File: src/rtl/led_pkg.sv
// Shared definitions for the multi-channel LED pattern generator:
// mode encodings, per-channel state enum and default widths.
package led_pkg;

   localparam int DEF_NUM_CH  = 4;
   localparam int DEF_CNT_W   = 24;
   localparam int DEF_BURST_W = 8;
   localparam int DEF_CH_W    = 2;

   // Encoding of the cfg_mode field.
   typedef enum logic [1:0] {
      MODE_OFF   = 2'd0,
      MODE_ON    = 2'd1,
      MODE_BLINK = 2'd2,
      MODE_BURST = 2'd3
   } mode_e;

   // Per-channel FSM states. DONE lasts one cycle and then falls back to OFF.
   typedef enum logic [1:0] {
      ST_OFF  = 2'd0,
      ST_ON   = 2'd1,
      ST_RUN  = 2'd2,
      ST_DONE = 2'd3
   } ch_state_e;

endpackage

File: src/rtl/led_channel.sv
// One LED channel: latched configuration, phase counter, burst counter
// and the OFF/ON/RUN/DONE state machine. All outputs are registered and
// reflect the state held before the edge, so a commit at edge T shows on
// the outputs at edge T+1.
module led_channel
   import led_pkg::*;
#(
   parameter int CNT_W   = DEF_CNT_W,
   parameter int BURST_W = DEF_BURST_W
) (
   input  logic               clk,
   input  logic               rst_n,
   input  logic               commit_i,
   input  mode_e              mode_i,
   input  logic [CNT_W-1:0]   period_i,
   input  logic [CNT_W-1:0]   duty_i,
   input  logic [BURST_W-1:0] count_i,
   output logic               led_o,
   output logic               busy_o,
   output logic               done_o
);

   localparam logic [CNT_W-1:0]   CNT_ONE   = CNT_W'(1);
   localparam logic [BURST_W-1:0] BURST_ONE = BURST_W'(1);

   ch_state_e          state_q,  state_d;
   logic [CNT_W-1:0]   phase_q,  phase_d;
   logic [BURST_W-1:0] blink_q,  blink_d;
   logic               burst_q,  burst_d;
   logic [CNT_W-1:0]   period_q, period_d;
   logic [CNT_W-1:0]   duty_q,   duty_d;
   logic [BURST_W-1:0] count_q,  count_d;
   logic               led_q,    led_d;
   logic               busy_q,   busy_d;
   logic               done_q,   done_d;

   // Next-state logic: a commit overrides whatever the channel is doing,
   // otherwise RUN advances the phase and counts burst wraps.
   always_comb begin
      state_d  = state_q;
      phase_d  = phase_q;
      blink_d  = blink_q;
      burst_d  = burst_q;
      period_d = period_q;
      duty_d   = duty_q;
      count_d  = count_q;

      // Outputs follow the pre-edge state so new config appears one edge later.
      led_d  = (state_q == ST_ON) || ((state_q == ST_RUN) && (phase_q < duty_q));
      busy_d = (state_q == ST_RUN);
      done_d = (state_q == ST_DONE);

      if (commit_i) begin
         period_d = period_i;
         duty_d   = duty_i;
         count_d  = count_i;
         burst_d  = (mode_i == MODE_BURST);
         phase_d  = '0;
         blink_d  = '0;
         case (mode_i)
            MODE_OFF: state_d = ST_OFF;
            MODE_ON:  state_d = ST_ON;
            default: begin
               // A zero period cannot blink; a zero-length burst completes at once.
               if (period_i == '0) begin
                  state_d = ST_OFF;
               end else if ((mode_i == MODE_BURST) && (count_i == '0)) begin
                  state_d = ST_DONE;
               end else begin
                  state_d = ST_RUN;
               end
            end
         endcase
      end else begin
         case (state_q)
            ST_RUN: begin
               // Compare against period-1 so the counter never reaches 2**CNT_W.
               if (phase_q == period_q - CNT_ONE) begin
                  phase_d = '0;
                  if (burst_q) begin
                     if (blink_q == count_q - BURST_ONE) begin
                        state_d = ST_DONE;
                     end
                     blink_d = blink_q + BURST_ONE;
                  end
               end else begin
                  phase_d = phase_q + CNT_ONE;
               end
            end
            ST_DONE: state_d = ST_OFF;
            default: ;
         endcase
      end
   end

   // State, config and output registers; reset drops everything at once.
   always_ff @(posedge clk or negedge rst_n) begin
      if (!rst_n) begin
         state_q  <= ST_OFF;
         phase_q  <= '0;
         blink_q  <= '0;
         burst_q  <= 1'b0;
         period_q <= '0;
         duty_q   <= '0;
         count_q  <= '0;
         led_q    <= 1'b0;
         busy_q   <= 1'b0;
         done_q   <= 1'b0;
      end else begin
         state_q  <= state_d;
         phase_q  <= phase_d;
         blink_q  <= blink_d;
         burst_q  <= burst_d;
         period_q <= period_d;
         duty_q   <= duty_d;
         count_q  <= count_d;
         led_q    <= led_d;
         busy_q   <= busy_d;
         done_q   <= done_d;
      end
   end

   assign led_o  = led_q;
   assign busy_o = busy_q;
   assign done_o = done_q;

endmodule

File: src/rtl/led_pattern_gen.sv
// Multi-channel LED pattern generator: config handshake with a one-cycle
// commit gap, channel decode, and one led_channel per output.
module led_pattern_gen
   import led_pkg::*;
#(
   parameter int NUM_CH  = DEF_NUM_CH,
   parameter int CNT_W   = DEF_CNT_W,
   parameter int BURST_W = DEF_BURST_W,
   parameter int CH_W    = DEF_CH_W
) (
   input  logic               clk,
   input  logic               reset,
   input  logic               cfg_valid,
   output logic               cfg_ready,
   input  logic [CH_W-1:0]    cfg_ch,
   input  logic [1:0]         cfg_mode,
   input  logic [CNT_W-1:0]   cfg_period,
   input  logic [CNT_W-1:0]   cfg_duty,
   input  logic [BURST_W-1:0] cfg_count,
   output logic [NUM_CH-1:0]  led,
   output logic [NUM_CH-1:0]  busy,
   output logic [NUM_CH-1:0]  done
);

   logic ready_q, ready_d;
   logic accept;

   assign accept    = cfg_valid && ready_q;
   assign cfg_ready = ready_q;
   // Ready drops for exactly the cycle following an accept.
   assign ready_d   = !accept;

   // Handshake register; comes up 0 in reset and rises on the first edge after.
   always_ff @(posedge clk or negedge reset) begin
      if (!reset) begin
         ready_q <= 1'b0;
      end else begin
         ready_q <= ready_d;
      end
   end

   // Channel numbers >= NUM_CH match no instance, so such configs are
   // accepted by the handshake and otherwise dropped.
   generate
      for (genvar gi = 0; gi < NUM_CH; gi++) begin : g_ch
         led_channel #(
            .CNT_W   (CNT_W),
            .BURST_W (BURST_W)
         ) u_channel (
            .clk      (clk),
            .rst_n    (reset),
            .commit_i (accept && (cfg_ch == CH_W'(gi))),
            .mode_i   (mode_e'(cfg_mode)),
            .period_i (cfg_period),
            .duty_i   (cfg_duty),
            .count_i  (cfg_count),
            .led_o    (led[gi]),
            .busy_o   (busy[gi]),
            .done_o   (done[gi])
         );
      end
   endgenerate

endmodule

File: config.mk
export PLATFORM = sky130hd
export DESIGN_NAME = led_pattern_gen
export DESIGN_NICKNAME = d
export VERILOG_FILES = /design/src/rtl/led_pkg.sv /design/src/rtl/led_channel.sv /design/src/rtl/led_pattern_gen.sv
export SDC_FILE = /design/constraint.sdc
export NUM_CORES = 1
export LEC_CHECK = 0
export ABC_AREA = 1
export BUFFER_PORTS_ARGS = -buffer_cell sky130_fd_sc_hd__clkbuf_2
export CAP_MARGIN = 10
export CORE_MARGIN = 2
export CORE_UTILIZATION = 55
export CTS_CLUSTER_DIAMETER = 30
export DETAILED_ROUTE_END_ITERATION = 8
export PLACE_DENSITY = 0.79
export SETUP_SLACK_MARGIN = 0.02
export SLEW_MARGIN = 20
export SYNTH_ARGS = -nofsm -noshare
export SYNTH_HDL_FRONTEND = slang
export SYNTH_SLANG_ARGS = --single-unit
File: constraint.sdc
create_clock -name clk -period 2.45 [get_ports clk]
set_clock_uncertainty 0.15 [all_clocks]
set_input_delay 0.49 -clock clk [delete_from_list [all_inputs] [get_ports clk]]
set_output_delay 0.49 -clock clk [all_outputs]
set_load 0.1 [all_outputs]
== Yosys cells after proc, flatten, opt, wreduce, memory -nomap -nowiden ==
Cells that the tools add are included.

* Flip-flop bits (word level): 377
* Latch bits: 0
* Memory bits (writable): 0
* Bits in read-only memories: 0
* Output and inout port bits: 13
* Memories kept: 0

* $add $sub $neg: 16
* Multiply operators: 0
* Div/mod/pow operators: 0
* $lt $le $gt $ge: 4
* Equality and inequality tests: 37
* Shift-type cells: 0
* Mux-type cells: 51
* Bitwise gates (word level): 0
* Reductions and logical operators: 43

{| class="wikitable"
|+ Operator list
! kind !! count
|-
| two-way mux 24 bit || 12
|-
| two-way mux 8 bit || 16
|-
| adder 24 x 1 -> 24 bit (second input constant) || 4
|-
| == test 24 bit || 4
|-
| less-than comparator 24 bit || 4
|-
| subtractor 24 x 1 -> 24 bit (second input constant) || 4
|-
| two-way mux 2 bit || 17
|-
| adder 8 x 1 -> 8 bit (second input constant) || 4
|-
| == test 8 bit || 4
|-
| subtractor 8 x 1 -> 8 bit (second input constant) || 4
|-
| logical NOT 24 bit || 1
|-
| != test 3 x 2 -> 1 bit (second input constant) || 8
|-
| nonzero test 2 bit || 12
|-
| == test 2 bit (second input constant) || 11
|-
| case mux 2 bit (2 select lines) || 5
|-
| AND reduction 4 bit || 4
|-
| == test 2 x 1 -> 1 bit (second input constant) || 6
|-
| != test 3 x 1 -> 1 bit (second input constant) || 4
|-
| AND reduction 3 bit || 4
|-
| nonzero test 3 bit || 4
|-
| logical AND 1 bit || 10
|-
| logical NOT 8 bit || 1
|-
| logical NOT 2 bit || 2
|-
| logical OR 1 bit || 4
|-
| other kinds (2) || 2
|}

== Depth between registers and ports, before layout ==
* Depth in word-level cells: 7
* Gate-level depth with buffers: 17
* Mapped depth without buffers: 17

== Hierarchy ==
Synthesis repeated with hierarchy kept, for this count alone.

* Cell total of the unflattened synthesis: 3238
* Area, all modules: 24144.4 µm²

{| class="wikitable"
|+ Modules (own cells, without submodules)
! module !! instances !! cells each !! area each (µm²) !! sequential area each (µm²)
|-
| led_channel (g_ch[1].u_channel ...) || 2 || 814 || 6029.5 || 2352.3
|-
| led_channel (g_ch[3].u_channel) || 1 || 802 || 6013.3 || 2352.3
|-
| led_channel (g_ch[0].u_channel) || 1 || 796 || 6003.3 || 2352.3
|-
| led_pattern_gen || 1 || 12 || 68.8 || 25.0
|}

== Worst setup path before layout ==
OpenSTA, ideal clock, no wires.

* Kind: register to register
* Start: reg ready_q (netlist: cfg_ready)
* End: reg g_ch[0].u_channel.blink_q[1]
* Setup time: 117 ps
* Arrival: 2388 ps
* Required time: 2183 ps
* Path slack: -205 ps
* Cell stages (with the launch flop): 8
* Path buffers: 0
* Period minus slack after synthesis: 2655 ps
* Cell sequence: dfrtp_1 > nand2_1 > nor3_2 > nor2_1 > nor2_1 > nand2_2 > nand2_1 > nand2_1

* Word-level cells in the longest chain between the ends: 4

{| class="wikitable"
|+ RTL lines
! item !! line !! text
|-
| start, declared || led_pattern_gen.sv:25 || <nowiki>logic ready_q, ready_d;</nowiki>
|-
| start signal, assigned || led_pattern_gen.sv:38 || <nowiki>ready_q <= ready_d;</nowiki>
|-
| logical AND 1 bit (*) || led_pattern_gen.sv:28 || <nowiki>assign accept = cfg_valid && ready_q;</nowiki>
|-
| logical AND 1 bit (*) || led_pattern_gen.sv:52 || <nowiki>.commit_i (accept && (cfg_ch == CH_W'(gi))),</nowiki>
|-
| nonzero test 2 bit (no source line) || n/a ||
|-
| AND reduction 3 bit (no source line) || n/a ||
|-
| end signal, assigned || led_channel.sv:112 || <nowiki>blink_q <= blink_d;</nowiki>
|-
| end, declared || led_channel.sv:28 || <nowiki>logic [BURST_W-1:0] blink_q, blink_d;</nowiki>
|}

Every way passes the cells marked *; elsewhere a longest branch is shown, timed or not.
A chain may end at the register's enable or synchronous reset.

== Worst setup path in the final report ==
* Start: reg g_ch[2].u_channel.period_q[9]
* End: reg g_ch[2].u_channel.phase_q[18]

* Word-level cells in the longest chain between the ends: 5

{| class="wikitable"
|+ RTL lines
! item !! line !! text
|-
| start, declared || led_channel.sv:30 || <nowiki>logic [CNT_W-1:0] period_q, period_d;</nowiki>
|-
| start signal, assigned || led_channel.sv:114 || <nowiki>period_q <= period_d;</nowiki>
|-
| subtractor 24 x 1 -> 24 bit || led_channel.sv:78 || <nowiki>if (phase_q == period_q - CNT_ONE) begin</nowiki>
|-
| == test 24 bit || led_channel.sv:78 ||
|-
| two-way mux 24 bit || led_channel.sv:78 ||
|-
| two-way mux 24 bit || led_channel.sv:75 || <nowiki>case (state_q)</nowiki>
|-
| two-way mux 24 bit || led_channel.sv:53 || <nowiki>if (commit_i) begin</nowiki>
|-
| end signal, assigned || led_channel.sv:111 || <nowiki>phase_q <= phase_d;</nowiki>
|-
| end, declared || led_channel.sv:27 || <nowiki>logic [CNT_W-1:0] phase_q, phase_d;</nowiki>
|}

No other way between the ends. The select of a mux whose other input is x is not followed.

==> run metrics <==
CP cell instances nor2_1, nand2_2, nor2_4, nand2_1, xor2_1, nand2_1, inv_1, nand3_2, nor2_4, nand2_2, nand2_4, buf_4, o22ai_1; Synth Area per Inst 7.40 µm²; Worst Setup SP g_ch[2].u_channel.period_q[9]; Post-synth EDFFs 0; Mapped Cells 3278; post-synth cell types 49; Max VDD drop 1.11 mV; upper clock frequency limit 409 MHz; Nets approximately 3700; nature of the critical path startpoint flip-flop; initial antenna violation count 0; grt ovf 0; Seq/Total Area, Yosys 38.9%; nature of the critical path endpoint flip-flop; M2 GR Usage 51.6%; setup tns final 0 ns; final period utilization 99.9%; CP Max Fanout 6; most common cell after layout, fill and taps aside nand2_1; Final Hold Viols 0; Hold Path Cell Cnt 3; outcome complete, no violations; CP max stage delay 0.49 ns; Final Max Tran Viols 0; Max Cap Viol 0; synth warn 0; die area 0.0458 mm²; Async SR Flop Fraction 100%; worst-skew pair later-pin latency between 0.6 and 0.7 ns; Top delay family on crit path simple AND/OR/NAND/NOR gates; CORE AREA between 0.04 and 0.05 mm²; Final WS setup roughly 0.0035 ns; Routed Antenna Nets 0; clock sink total 377; Final min period roughly 2.4 ns; post-layout util 70.7%; port bufs between 70 and 80; Setup-failing EPs final 0; final WL 77.6 mm; R2R depth 13; # rows 76; Arr. time, crit path 2.77 ns; Post-Place Worst Slack -0.0394 ns; post-DP HPWL 54.0 mm; initial DRC count ~2300; Synth Cell Area 0.0243 mm²; CP max-delay cell dfrtp_1; RSZ-0062 raised after global routing yes; CTS max path bufs 3; Worst-path clk slew approximately 0.040 ns; root buffer cell clkbuf_16; placer's final routability congestion estimate approximately 1; proportion of layout cells with a drive suffix above 1 between 10% and 20%; Worst EP required ~2.8 ns; fillers 3208; worst r2r src g_ch[2].u_channel.period_q[9]; Cell Pwr Density 1090 mW/mm²; DR WL/cell 18.5 µm; area delta synth->final 26.1%; Global Route met3 Usage roughly 8.3%; total CTS buffers 91; reg-to-reg setup timing slack 0.004 ns; Hold Crit Class in -> reg; commonest non-fill, non-tap cells in the layout nand2_1 (827), inv_1 (421), dfrtp_1 (353); DR DRC count 0; Most used DFF post-synth dfrtp_1; r2r endpoint g_ch[2].u_channel.phase_q[18]; Rel. slew slack 39.8%; Tot GR Track Use 32.7%; H-tree Lvls 3; CTS tree yes; fin cells 4194; Syn Nets about 3400; vias in the first global route 22400; largest net degree at the start of global routing 117; critical path class reg -> reg; register bit total from synthesis 377; die width around 210 µm; hold_sp cfg_duty[11]; DR vias/cell 5.66; CP Buf/Inv Count 2; layer with the highest usage met2; sink of the worst hold path g_ch[0].u_channel.duty_q[11]; Leak between 10 and 15 nW; first-pass GRT wire length 119 mm; Multi-input gate area 0.0134 mm²; FF/Latch Area ~0.0095 mm²; routed via count 23700; die span in y around 210 µm; Initial Util a little under three fifths; Placed Cells 3966; # IOs 76; Worst-Margin Slew 0.894 ns; First-pass DRT Iterations 7; met1 usage between 40% and 50%
-- state kept, by name, indices dropped and copies added (netlist names) --
name / flops
g_ch.u_channel.phase_q: 96
g_ch.u_channel.state_q: 8
g_ch.u_channel.count_q: 32
g_ch.u_channel.burst_q: 4
g_ch.u_channel.period_q: 96
g_ch.u_channel.done_o: 4
g_ch.u_channel.busy_o: 4
cfg_ready: 1
g_ch.u_channel.duty_q: 96
g_ch.u_channel.blink_q: 32
g_ch.u_channel.led_o: 4
-- cell type report --
type / count / share of cell area (%)
well taps: 585 / 2.39
flip-flops and latches: 377 / 30.9
clock buffers: 121 / 8.27
diodes: 1 / 0.00818
repair buffers: 254 / 6.82
multi-input cells: 2366 / 43.8
clock inverters: 49 / 2.35
inverters: 441 / 5.43
-- worst reg2reg max path, delay by kind of cell (launching register included) --
kind / cells / cell delay, ns
AOI/OAI and AO/OA: 1 / 0.10
xor gates and xnor gates: 1 / 0.17
buffers and inverters: 2 / 0.24
DFF: 1 / 0.49
and+or+nand+nor: 9 / 1.17
-- stage by stage --
stage                     hold WS [ns]  total power, W  area [µm²]
final                           0.0118          0.0335       30600
after global routing            0.0143          0.0353       30600
after CTS                      0.00150          0.0324       29600
after detailed placement         0.324          0.0195       26100
after global placement           0.315          0.0193       26100
after floorplan                 0.0444          0.0165       24300
-- repair_timing --
item	CTS	global route
endpoints found under the setup margin	47	129
pin swaps	2	53
resized for setup	10	197
setup buffers	1	32
hold endpoints to repair	64	0
hold buffers	16	0
cloned	1	7
-- synth_stat cells, drive strengths merged (2+ instances only) --
| master | n | area, µm² |
|---|---|---|
| nor3b | 7 | 57.6 |
| nand3b | 25 | 188 |
| o221ai | 5 | 43.8 |
| nor2 | 320 | 1340 |
| xnor3 | 2 | 45.0 |
| inv | 439 | 1650 |
| a21oi | 68 | 340 |
| nand3 | 191 | 971 |
| ha | 108 | 1350 |
| and2 | 3 | 18.8 |
| o22ai | 52 | 325 |
| clkinv | 2 | 8.75 |
| o21ai | 301 | 1510 |
| or2 | 6 | 37.5 |
| o211ai | 7 | 52.6 |
| clkbuf | 70 | 267 |
| o21a | 6 | 45.0 |
| nand2 | 872 | 3350 |
| buf | 28 | 215 |
| xnor2 | 86 | 753 |
| nor4 | 20 | 131 |
| dfrtp | 377 | 9430 |
| nor3 | 44 | 250 |
| a22oi | 3 | 22.5 |
| nand4 | 77 | 482 |
| o21bai | 7 | 52.6 |
| xor2 | 149 | 1310 |
-- logic make-up (layout without fill, tap and decap cells) --
kind of cell             after synthesis  after routing  synth area share [%]
AND/OR/NAND/NOR                     1565           1569                  28.1
adder cells (fa/ha/maj)              108            108                  5.57
flip-flops                           377            377                  38.9
AO/OA/AOI/OAI                        452            452                  9.97
XOR/XNOR                             237            237                  8.67
other                                  0              1                     0
buffers and inverters                539            865                  8.81
-- worst max-delay path by stage --
stage / endpoint / cells after the start
after floorplan: g_ch[0].u_channel.blink_q[1] / 7
after CTS: g_ch[1].u_channel.blink_q[2] / 14
after detailed placement: g_ch[0].u_channel.state_q[0] / 11
after global routing: g_ch[1].u_channel.state_q[0] / 17
after global placement: g_ch[0].u_channel.state_q[0] / 11
final: g_ch[2].u_channel.phase_q[18] / 13
-- layer usage --
layer	share of wire [%]	vias to the layer above
li1	-	11100
met5	0	-
met1	39	11200
met4	5.1	0
met2	45	1225
met3	10	266
-- where the power goes --
group | leakage, nW | total [W] | switching, W | internal (W)
clock | 1.56 | 0.0127 | 0.00402 | 0.00867
sequential | 4.81 | 0.00961 | 0.00193 | 0.00768
combinational | 8.58 | 0.0112 | 0.00693 | 0.00426
No activity file was read; power rests on OpenSTA's default activity.
